File: src/rtl/pot_pkg.sv
// rtl/pot_pkg.sv - shared widths, weight-code fields and FSM states for the PoT shift MAC
package pot_pkg;

    typedef enum logic {
        ST_ACC    = 1'b0,
        ST_RESULT = 1'b1
    } pot_state_t;

    // The all-zero-exponent negative code is reserved to mean "weight is zero".
    localparam logic POT_ZERO_SIGN = 1'b1;
    localparam int   POT_ZERO_EXP  = 0;
    localparam int   POT_EXP_LSB   = 0;

    function automatic int clog2(input int value);
        int r;
        r = 0;
        for (int i = 0; i < 31; i++) begin
            if ((1 << i) < value) begin
                r = i + 1;
            end
        end
        return r;
    endfunction

    function automatic int pot_sign_idx(input int ww);
        return ww - 1;
    endfunction

    function automatic int pot_shift_max(input int ww);
        return (1 << (ww - 1)) - 1;
    endfunction

    function automatic int pot_prod_width(input int iw, input int ww);
        return iw + pot_shift_max(ww) + 1;
    endfunction

endpackage

File: src/rtl/pot_shift_lane.sv
// rtl/pot_shift_lane.sv - one lane: decode PoT weight, extend activation, shift and negate
module pot_shift_lane
    import pot_pkg::*;
#(
    parameter int IW           = 8,
    parameter int WW           = 4,
    parameter int INPUT_SIGNED = 0,
    parameter int PROD_W       = 16
)(
    input  logic [IW-1:0]            i_act,
    input  logic [WW-1:0]            i_weight,
    output logic signed [PROD_W-1:0] o_prod
);

    logic                     w_sign;
    logic [WW-2:0]            w_exp;
    logic                     w_fill;
    logic                     w_zero;
    logic signed [PROD_W-1:0] w_ext;
    logic signed [PROD_W-1:0] w_shift;

    assign w_sign  = i_weight[pot_sign_idx(WW)];
    assign w_exp   = i_weight[pot_sign_idx(WW)-1:POT_EXP_LSB];
    assign w_fill  = (INPUT_SIGNED != 0) ? i_act[IW-1] : 1'b0;
    assign w_ext   = {{(PROD_W-IW){w_fill}}, i_act};
    assign w_shift = w_ext << w_exp;
    assign w_zero  = (w_sign == POT_ZERO_SIGN) && (w_exp == (WW-1)'(POT_ZERO_EXP));

    assign o_prod = w_zero ? '0 : (w_sign ? -w_shift : w_shift);

endmodule

File: src/rtl/pot_shift_mac.sv
// rtl/pot_shift_mac.sv - multi-lane PoT dot-product MAC; POT_MAC_SAT_EN enables saturating accumulate
module pot_shift_mac
    import pot_pkg::*;
#(
    parameter int INPUT_BIT_WIDTH  = 8,
    parameter int WEIGHT_BIT_WIDTH = 4,
    parameter int INPUT_SIGNED     = 0,
    parameter int LANES            = 4,
    parameter int VEC_LEN          = 16,
    parameter int ACC_BIT_WIDTH    = pot_prod_width(INPUT_BIT_WIDTH, WEIGHT_BIT_WIDTH)
                                     + clog2(LANES) + clog2(VEC_LEN)
)(
    input  logic                                 clk,
    input  logic                                 rst_n,
    input  logic                                 in_valid,
    output logic                                 in_ready,
    input  logic [LANES*INPUT_BIT_WIDTH-1:0]     in_data,
    input  logic [LANES*WEIGHT_BIT_WIDTH-1:0]    in_weight,
    output logic                                 out_valid,
    input  logic                                 out_ready,
    output logic [ACC_BIT_WIDTH-1:0]             out_data,
    output logic                                 out_overflow
);

    localparam int IW     = INPUT_BIT_WIDTH;
    localparam int WW     = WEIGHT_BIT_WIDTH;
    localparam int ACC_W  = ACC_BIT_WIDTH;
    localparam int PROD_W = pot_prod_width(IW, WW);
    localparam int SUM_W  = PROD_W + clog2(LANES);
    localparam int CNT_W  = (VEC_LEN > 1) ? clog2(VEC_LEN) : 1;

    pot_state_t               r_state;
    pot_state_t               w_state_next;
    logic                     w_en;
    logic                     w_accept;
    logic                     w_last_beat;
    logic [CNT_W-1:0]         r_beat_cnt;
    logic                     r_s1_valid;
    logic                     r_s1_last;
    logic signed [PROD_W-1:0] w_prod [LANES];
    logic signed [PROD_W-1:0] r_prod [LANES];
    logic signed [SUM_W-1:0]  w_sum;
    logic signed [ACC_W-1:0]  r_acc;
    logic signed [ACC_W-1:0]  w_acc_next;
    logic [ACC_W-1:0]         r_out_data;

    for (genvar l = 0; l < LANES; l++) begin : g_lane
        pot_shift_lane #(
            .IW           (IW),
            .WW           (WW),
            .INPUT_SIGNED (INPUT_SIGNED),
            .PROD_W       (PROD_W)
        ) u_lane (
            .i_act    (in_data[l*IW +: IW]),
            .i_weight (in_weight[l*WW +: WW]),
            .o_prod   (w_prod[l])
        );
    end

    assign w_accept    = in_valid & w_en;
    assign w_last_beat = (r_beat_cnt == CNT_W'(VEC_LEN - 1));

    always_ff @(posedge clk) begin
        if (!rst_n) begin
            r_state <= ST_ACC;
        end else begin
            r_state <= w_state_next;
        end
    end

    always_comb begin
        w_state_next = r_state;
        case (r_state)
            ST_ACC: begin
                if (r_s1_valid && r_s1_last) begin
                    w_state_next = ST_RESULT;
                end
            end
            ST_RESULT: begin
                if (out_ready) begin
                    w_state_next = (r_s1_valid && r_s1_last) ? ST_RESULT : ST_ACC;
                end
            end
            default: w_state_next = ST_ACC;
        endcase
    end

    // A pending result blocks the whole pipe until downstream takes it.
    always_comb begin
        out_valid = (r_state == ST_RESULT);
        w_en      = (r_state == ST_ACC) | out_ready;
        in_ready  = w_en;
    end

    always_ff @(posedge clk) begin
        if (!rst_n) begin
            r_s1_valid <= 1'b0;
            r_s1_last  <= 1'b0;
            r_beat_cnt <= '0;
            for (int l = 0; l < LANES; l++) begin
                r_prod[l] <= '0;
            end
        end else if (w_en) begin
            r_s1_valid <= in_valid;
            r_s1_last  <= in_valid & w_last_beat;
            if (in_valid) begin
                for (int l = 0; l < LANES; l++) begin
                    r_prod[l] <= w_prod[l];
                end
                r_beat_cnt <= w_last_beat ? '0 : r_beat_cnt + 1'b1;
            end
        end
    end

    always_comb begin
        w_sum = '0;
        for (int l = 0; l < LANES; l++) begin
            w_sum = w_sum + SUM_W'(r_prod[l]);
        end
    end

`ifdef POT_MAC_SAT_EN
    localparam int WIDE_W = ((ACC_W > SUM_W) ? ACC_W : SUM_W) + 1;

    logic signed [WIDE_W-1:0] w_acc_wide;
    logic signed [WIDE_W-1:0] w_sat_max;
    logic signed [WIDE_W-1:0] w_sat_min;
    logic                     w_ovf_step;
    logic                     r_ovf_sticky;
    logic                     r_out_ovf;

    assign w_sat_max  = {{(WIDE_W-ACC_W+1){1'b0}}, {(ACC_W-1){1'b1}}};
    assign w_sat_min  = {{(WIDE_W-ACC_W+1){1'b1}}, {(ACC_W-1){1'b0}}};
    assign w_acc_wide = WIDE_W'(r_acc) + WIDE_W'(w_sum);

    always_comb begin
        w_ovf_step = 1'b0;
        w_acc_next = w_acc_wide[ACC_W-1:0];
        if (w_acc_wide > w_sat_max) begin
            w_ovf_step = 1'b1;
            w_acc_next = w_sat_max[ACC_W-1:0];
        end else if (w_acc_wide < w_sat_min) begin
            w_ovf_step = 1'b1;
            w_acc_next = w_sat_min[ACC_W-1:0];
        end
    end

    always_ff @(posedge clk) begin
        if (!rst_n) begin
            r_ovf_sticky <= 1'b0;
            r_out_ovf    <= 1'b0;
        end else if (w_en && r_s1_valid) begin
            if (r_s1_last) begin
                r_out_ovf    <= r_ovf_sticky | w_ovf_step;
                r_ovf_sticky <= 1'b0;
            end else begin
                r_ovf_sticky <= r_ovf_sticky | w_ovf_step;
            end
        end
    end

    assign out_overflow = r_out_ovf;
`else
    assign w_acc_next   = r_acc + ACC_W'(w_sum);
    assign out_overflow = 1'b0;
`endif

    always_ff @(posedge clk) begin
        if (!rst_n) begin
            r_acc      <= '0;
            r_out_data <= '0;
        end else if (w_en && r_s1_valid) begin
            if (r_s1_last) begin
                r_out_data <= w_acc_next;
                r_acc      <= '0;
            end else begin
                r_acc      <= w_acc_next;
            end
        end
    end

    assign out_data = r_out_data;

endmodule

File: config.mk
export PLATFORM = sky130hd
export DESIGN_NAME = pot_shift_mac
export DESIGN_NICKNAME = d
export VERILOG_FILES = /design/src/rtl/pot_pkg.sv /design/src/rtl/pot_shift_lane.sv /design/src/rtl/pot_shift_mac.sv
export SDC_FILE = /design/constraint.sdc
export NUM_CORES = 1
export LEC_CHECK = 0
export BUFFER_PORTS_ARGS = -buffer_cell sky130_fd_sc_hd__buf_2
export CAP_MARGIN = 5
export CORE_ASPECT_RATIO = 1.75
export CORE_MARGIN = 1
export CORE_UTILIZATION = 41
export DETAILED_ROUTE_END_ITERATION = 8
export PLACE_DENSITY_LB_ADDON = 0.1
export SLEW_MARGIN = 20
export SYNTH_ARGS = -nofsm -noshare
export SYNTH_HDL_FRONTEND = slang
export SYNTH_SLANG_ARGS = --single-unit
File: constraint.sdc
create_clock -name clk -period 3.8 [get_ports clk]
set_input_delay 0.57 -clock clk [delete_from_list [all_inputs] [get_ports clk]]
set_output_delay 0.57 -clock clk [all_outputs]
set_load 0.01 [all_outputs]
; Word level (Yosys, flattened, before mapping)
; Memories as Yosys holds them, arrays and structs flattened.
; Cells that the tools add are included.
[totals]
reg_bits = 51
latch_bits = 0
ramBits = 64
rom_bits = 0
output_inout_bits = 25
word_cells = 62
mem_count = 1
[mem_list]
columns = name, words, width, read_ports, rd_ports_with_merged_regs, write_ports, line_no
row1 = r_prod, 4, 16, 4, 0, 4, pot_shift_mac.sv:41  ; logic signed [PROD_W-1:0] r_prod [LANES];
[classes]
addsub = 9
mul = 0
div_mod_pow = 0
magnitude_cmp = 0
eq_ne = 1
shift = 4
mux = 22
n_bitwise = 7
n_reduce_logical = 12
[op_table]
columns = cell, n
row1 = 16-bit two-way mux, 12
row2 = 16-bit negation, 4
row3 = 8-bit by 3-bit << shifter with 16-bit output, 4
row4 = 22-bit by 18-bit adder with 22-bit output, 1
row5 = 22-bit two-way mux, 1
row6 = 17-bit by 16-bit adder with 18-bit output, 1
row7 = 18-bit by 16-bit adder with 18-bit output, 1
row8 = 16-bit by 16-bit adder with 17-bit output, 1
row9 = 3-bit logical NOT, 4
row10 = 1-bit two-way mux, 7
row11 = 1-bit logical AND, 6
row12 = 1-bit OR, 5
row13 = 4-bit by 1-bit adder with 4-bit output (second input constant), 1
row14 = 4-bit == test (second input constant), 1
row15 = 4-bit two-way mux, 1
row16 = 2-bit AND reduction, 2
row17 = 1-bit one-hot mux with 2 select lines, 1
row18 = 1-bit bitwise AND, 1
row19 = 1-bit NOT, 1

; Longest topological paths before layout
[logic_depth]
depth_word = 6
mapped_depth = 15
depth_no_buf = 14

; Cells and area by module
; From an unflattened synthesis, not the netlist that was laid out.
[hier_totals]
cells_unflattened = 1490
hier_area_um2 = 12024.0
[by_module_without_submodules]
columns = module, instances, cells_per_inst, area_each_um2, seq_area_each_um2
row1 = pot_shift_mac, 1, 737, 7200.7, 2942.8
row2 = pot_shift_lane (g_lane[0].u_lane ...), 3, 195, 1233.7, 0.0
row3 = pot_shift_lane (g_lane[1].u_lane), 1, 168, 1122.3, 0.0

; Least setup slack after synthesis
; Ideal clock, no wire load.
[synth_timing]
path_kind = reg-to-reg
from = register r_acc[1]
to = register r_out_data[19] (netlist: out_data[19])
arrival_ns = 3.985
required_time_ns = 3.663
slack_ns = -0.322
stages_incl_launch_ff = 14
synth_period_minus_slack_ns = 4.122
path_cell_list = dfxtp_1 > inv_1 > fa_1 > fa_1 > fa_1 > inv_1 > ha_1 > fa_1 > a21o_1 > a221oi_1 > o211ai_1 > a2111oi_2 > or3_1 > a31oi_1
[synth_between]
elab_chain_len = 1
[synth_rtl]
columns = item, line_no
row1 = "start, declared", pot_shift_mac.sv:43  ; logic signed [ACC_W-1:0] r_acc;
row2 = "start signal, assigned", pot_shift_mac.sv:177  ; r_acc <= w_acc_next;
row3 = 22-bit by 18-bit adder with 22-bit output, pot_shift_mac.sv:164  ; assign w_acc_next = r_acc + ACC_W'(w_sum);
row4 = "end signal, assigned", pot_shift_mac.sv:174  ; r_out_data <= w_acc_next;
row5 = "end, declared", pot_shift_mac.sv:45  ; logic [ACC_W-1:0] r_out_data;
; No other way between the ends.
; A chain may end at the register's enable or synchronous reset.

==> impl_metrics.tcl <==
set metrics [dict create \
    status "finished with violations" \
    violations "negative setup slack" \
    first_pass_iters 5 \
    syn_to_final_growth_pct 18.0 \
    grt_usage 0.238 \
    fin_crit_sh 1.08 \
    synthCells 1378 \
    power.density_nw_per_um2 660 \
    drc_errors 0 \
    grt_pass1_wl_um 52900 \
    cts_tree "done" \
    yosysWarnings 0 \
    synthSimpleGateAreaFrac 0.193 \
    clkTransAtPathRegs_ns 0.06 \
    async_flop_share 0 \
    synth_compound_area_frac 0.187 \
    dieWidth_um 128 \
    drive_gt1_frac 0.220 \
    timing.fmax_ghz 0.243 \
    power_leakage_nw 5.78 \
    clock_latency_ns 0.44 \
    synth_nets 1519 \
    synth_seq_cells 115 \
    synth_edf_count 64 \
    synth_area_per_cell_um2 8.33 \
    hp-class "primary input to flip-flop" \
    endpoint_kind "flip-flop" \
    die-area_um2 28700 \
    setup_viol_count_final 12 \
    place_congestion 0.866 \
    cp.required_ns 4.07 \
    antenna_found_initial 2 \
    via_per_inst 5.45 \
    synth-main-ff-cell "edfxtp_1" \
    finalNetCount 1614 \
    io_buffers 75 \
    design.core.area_um2 27400 \
    whs_ns 0.432 \
    cp_max_fo 4 \
    die_h_um 223 \
    postRouteAntennaNets 0 \
    routed_wl_um 32700 \
    layout_setup_ws_ns -0.316 \
    rsz0062_at_grt "yes" \
    yosys.area.top_type "edfxtp_1" \
    critPathKind "flip-flop to flip-flop" \
    rows 80 \
    post_drt_wl_per_cell_um 17.6 \
    arrival_ns 4.39 \
    fin_crit_ns 4.12 \
    io_pins 77 \
    finalSetupTns_ns -1.88 \
    dp_hpwl_um 25600 \
    worst_setup_path_start_kind "flip-flop" \
    clock-sinks 115 \
    numCtsBuffers 17 \
    dpl.cell_count 1815 \
    hold_violations 0 \
    cts_hold_buf 0 \
    htreeDepth 4 \
    clock_skew_ns 0.00853 \
    clockBufferDepth 2 \
    slew_violations 0 \
    synthAdderAreaFrac 0.138 \
    synth_top_family_by_area "simple AND/OR/NAND/NOR gates" \
    fill_cells 2739 \
    seq_area_frac_synth 0.256 \
    synthTopCellsByCount "186 x inv_1, 117 x nand2_1, 100 x a21oi_1" \
    worst_pin_slew_ns 1.03 \
    power_mw 8.93 \
    slew_headroom 0.313 \
    grt_overflow 0 \
    yosysMostFrequentCell "inv_1" \
    synth_top_area_share 0.168 \
    grt_pass1_vias 10200 \
    fin_cells 1856 \
    dpl_cell_area_um2 12500 \
    synthXorXnorAreaFrac 0.0328 \
    final_cell_area_um2 13500 \
    drv_cap 0 \
    worst_ir_drop_vdd_mv 0.340 \
    grt_max_degree 37 \
    netlist_area_um2 11500 \
    synth_area_leaders "edfxtp_1 17%, fa_1 11%, dfxtp_1 8.9%" \
    synth_cell_types 80 \
    num_vias 10100 \
    start_util 0.418 \
    yosys-mux-area-fraction 0.0925 \
    root_buffer "clkbuf_16" \
    drt_iter0_drc 554 \
]
[path summary, 6_finish.rpt]
kind	start	slack, ns	cells after the start	to
max	r_prod[0][1]$_SDFFCE_PP0P_	-0.32	13	out_data[19]$_SDFFE_PN0P_
min	out_ready	0.43	4	r_s1_valid$_SDFFE_PN0N_
max reg2reg	r_prod[0][1]$_SDFFCE_PP0P_	-0.32	13	out_data[19]$_SDFFE_PN0P_
min reg2reg	r_acc[16]$_SDFFE_PN0P_	0.45	2	r_acc[16]$_SDFFE_PN0P_
[layer usage]
metal	track usage	wire length (µm)	vias up
met5	0	0	-
met4	0.128	1430	0
met3	0.0249	869	60
met2	0.433	17400	194
met1	0.269	13000	4862
li1	-	-	5003
[critical path: stages (launching register included)]
cell and delay, ns:
edfxtp_1 0.34, inv_2 0.04, fa_1 0.55, fa_1 0.43
fa_1 0.50, inv_2 0.04, ha_4 0.15, fa_2 0.36
a21o_1 0.21, a221oi_4 0.39, o211ai_1 0.25, a2111oi_4 0.42
or3_1 0.17, a31oi_1 0.08
[cell type report]
cell class                      instances  area [µm²]  share of cell area
Antenna cell                            1        2.50            0.000185
Clock buffer                           17         425              0.0314
Clock inverter                         15         181              0.0134
Inverter                              189         709              0.0524
Multi-Input combinational cell        984        7720               0.570
Sequential cell                       115        2950               0.218
Tap cell                              369         462              0.0341
Timing Repair Buffer                  166        1090              0.0805
[sequential cells by signal, indices dropped and copies added (netlist names)]
register    cells
r_prod         64
out_data       22
r_acc          22
r_beat_cnt      4
out_valid       1
r_s1_last       1
r_s1_valid      1
[logic make-up (layout without fill, tap and decap cells)]
logic type	after synthesis	after routing
mux	79	79
buf+inv	279	387
flops	115	115
fa+ha+maj	89	89
compound gates	329	329
simple gates	443	443
xor+xnor	43	43
other cells	1	2
[cells in the final DEF (no fill, tap or decap), types with 9 or more instances in the layout]
cell type	instances
mux2_2	20
o21ai_0	53
o31ai_1	10
a211o_1	9
buf_4	85
inv_2	13
mux2i_1	40
mux4_2	15
nor2_1	94
buf_2	75
a31oi_1	12
edfxtp_1	64
a211oi_1	18
nand2_1	115
and3_1	15
ha_4	10
a21oi_1	95
nor2b_1	18
xnor2_1	33
nor3_1	54
ha_1	16
or2_2	15
clkbuf_16	17
dfxtp_1	45
or3_1	22
o211ai_1	15
nand3_1	37
a21o_1	24
fa_1	61
inv_1	173
[power breakdown]
| group | switching, mW | leakage (nW) | internal [mW] |
|---|---|---|---|
| Sequential | 0.0972 | 1.12 | 1.47 |
| Combinational | 3.04 | 4.37 | 2.67 |
| Clock | 0.623 | 0.286 | 1.03 |
[metrics by stage]
step,utilization,setup WS [ns]
floorplan,-,0.000485
detailed placement,0.457,-0.422
global placement,0.457,-0.350
finish,0.494,-0.316
CTS,0.486,-0.282
global route,0.494,-0.476
[timing repair]
| item | 4_1_cts | 5_1_grt |
|---|---|---|
| pin swaps | 14 | 37 |
| gates resized for setup | 38 | 47 |
| endpoints found under the setup margin | 20 | 24 |
| setup buffers | 3 | 6 |
| gates cloned | 0 | 0 |
(Power assumes the default switching activity.)
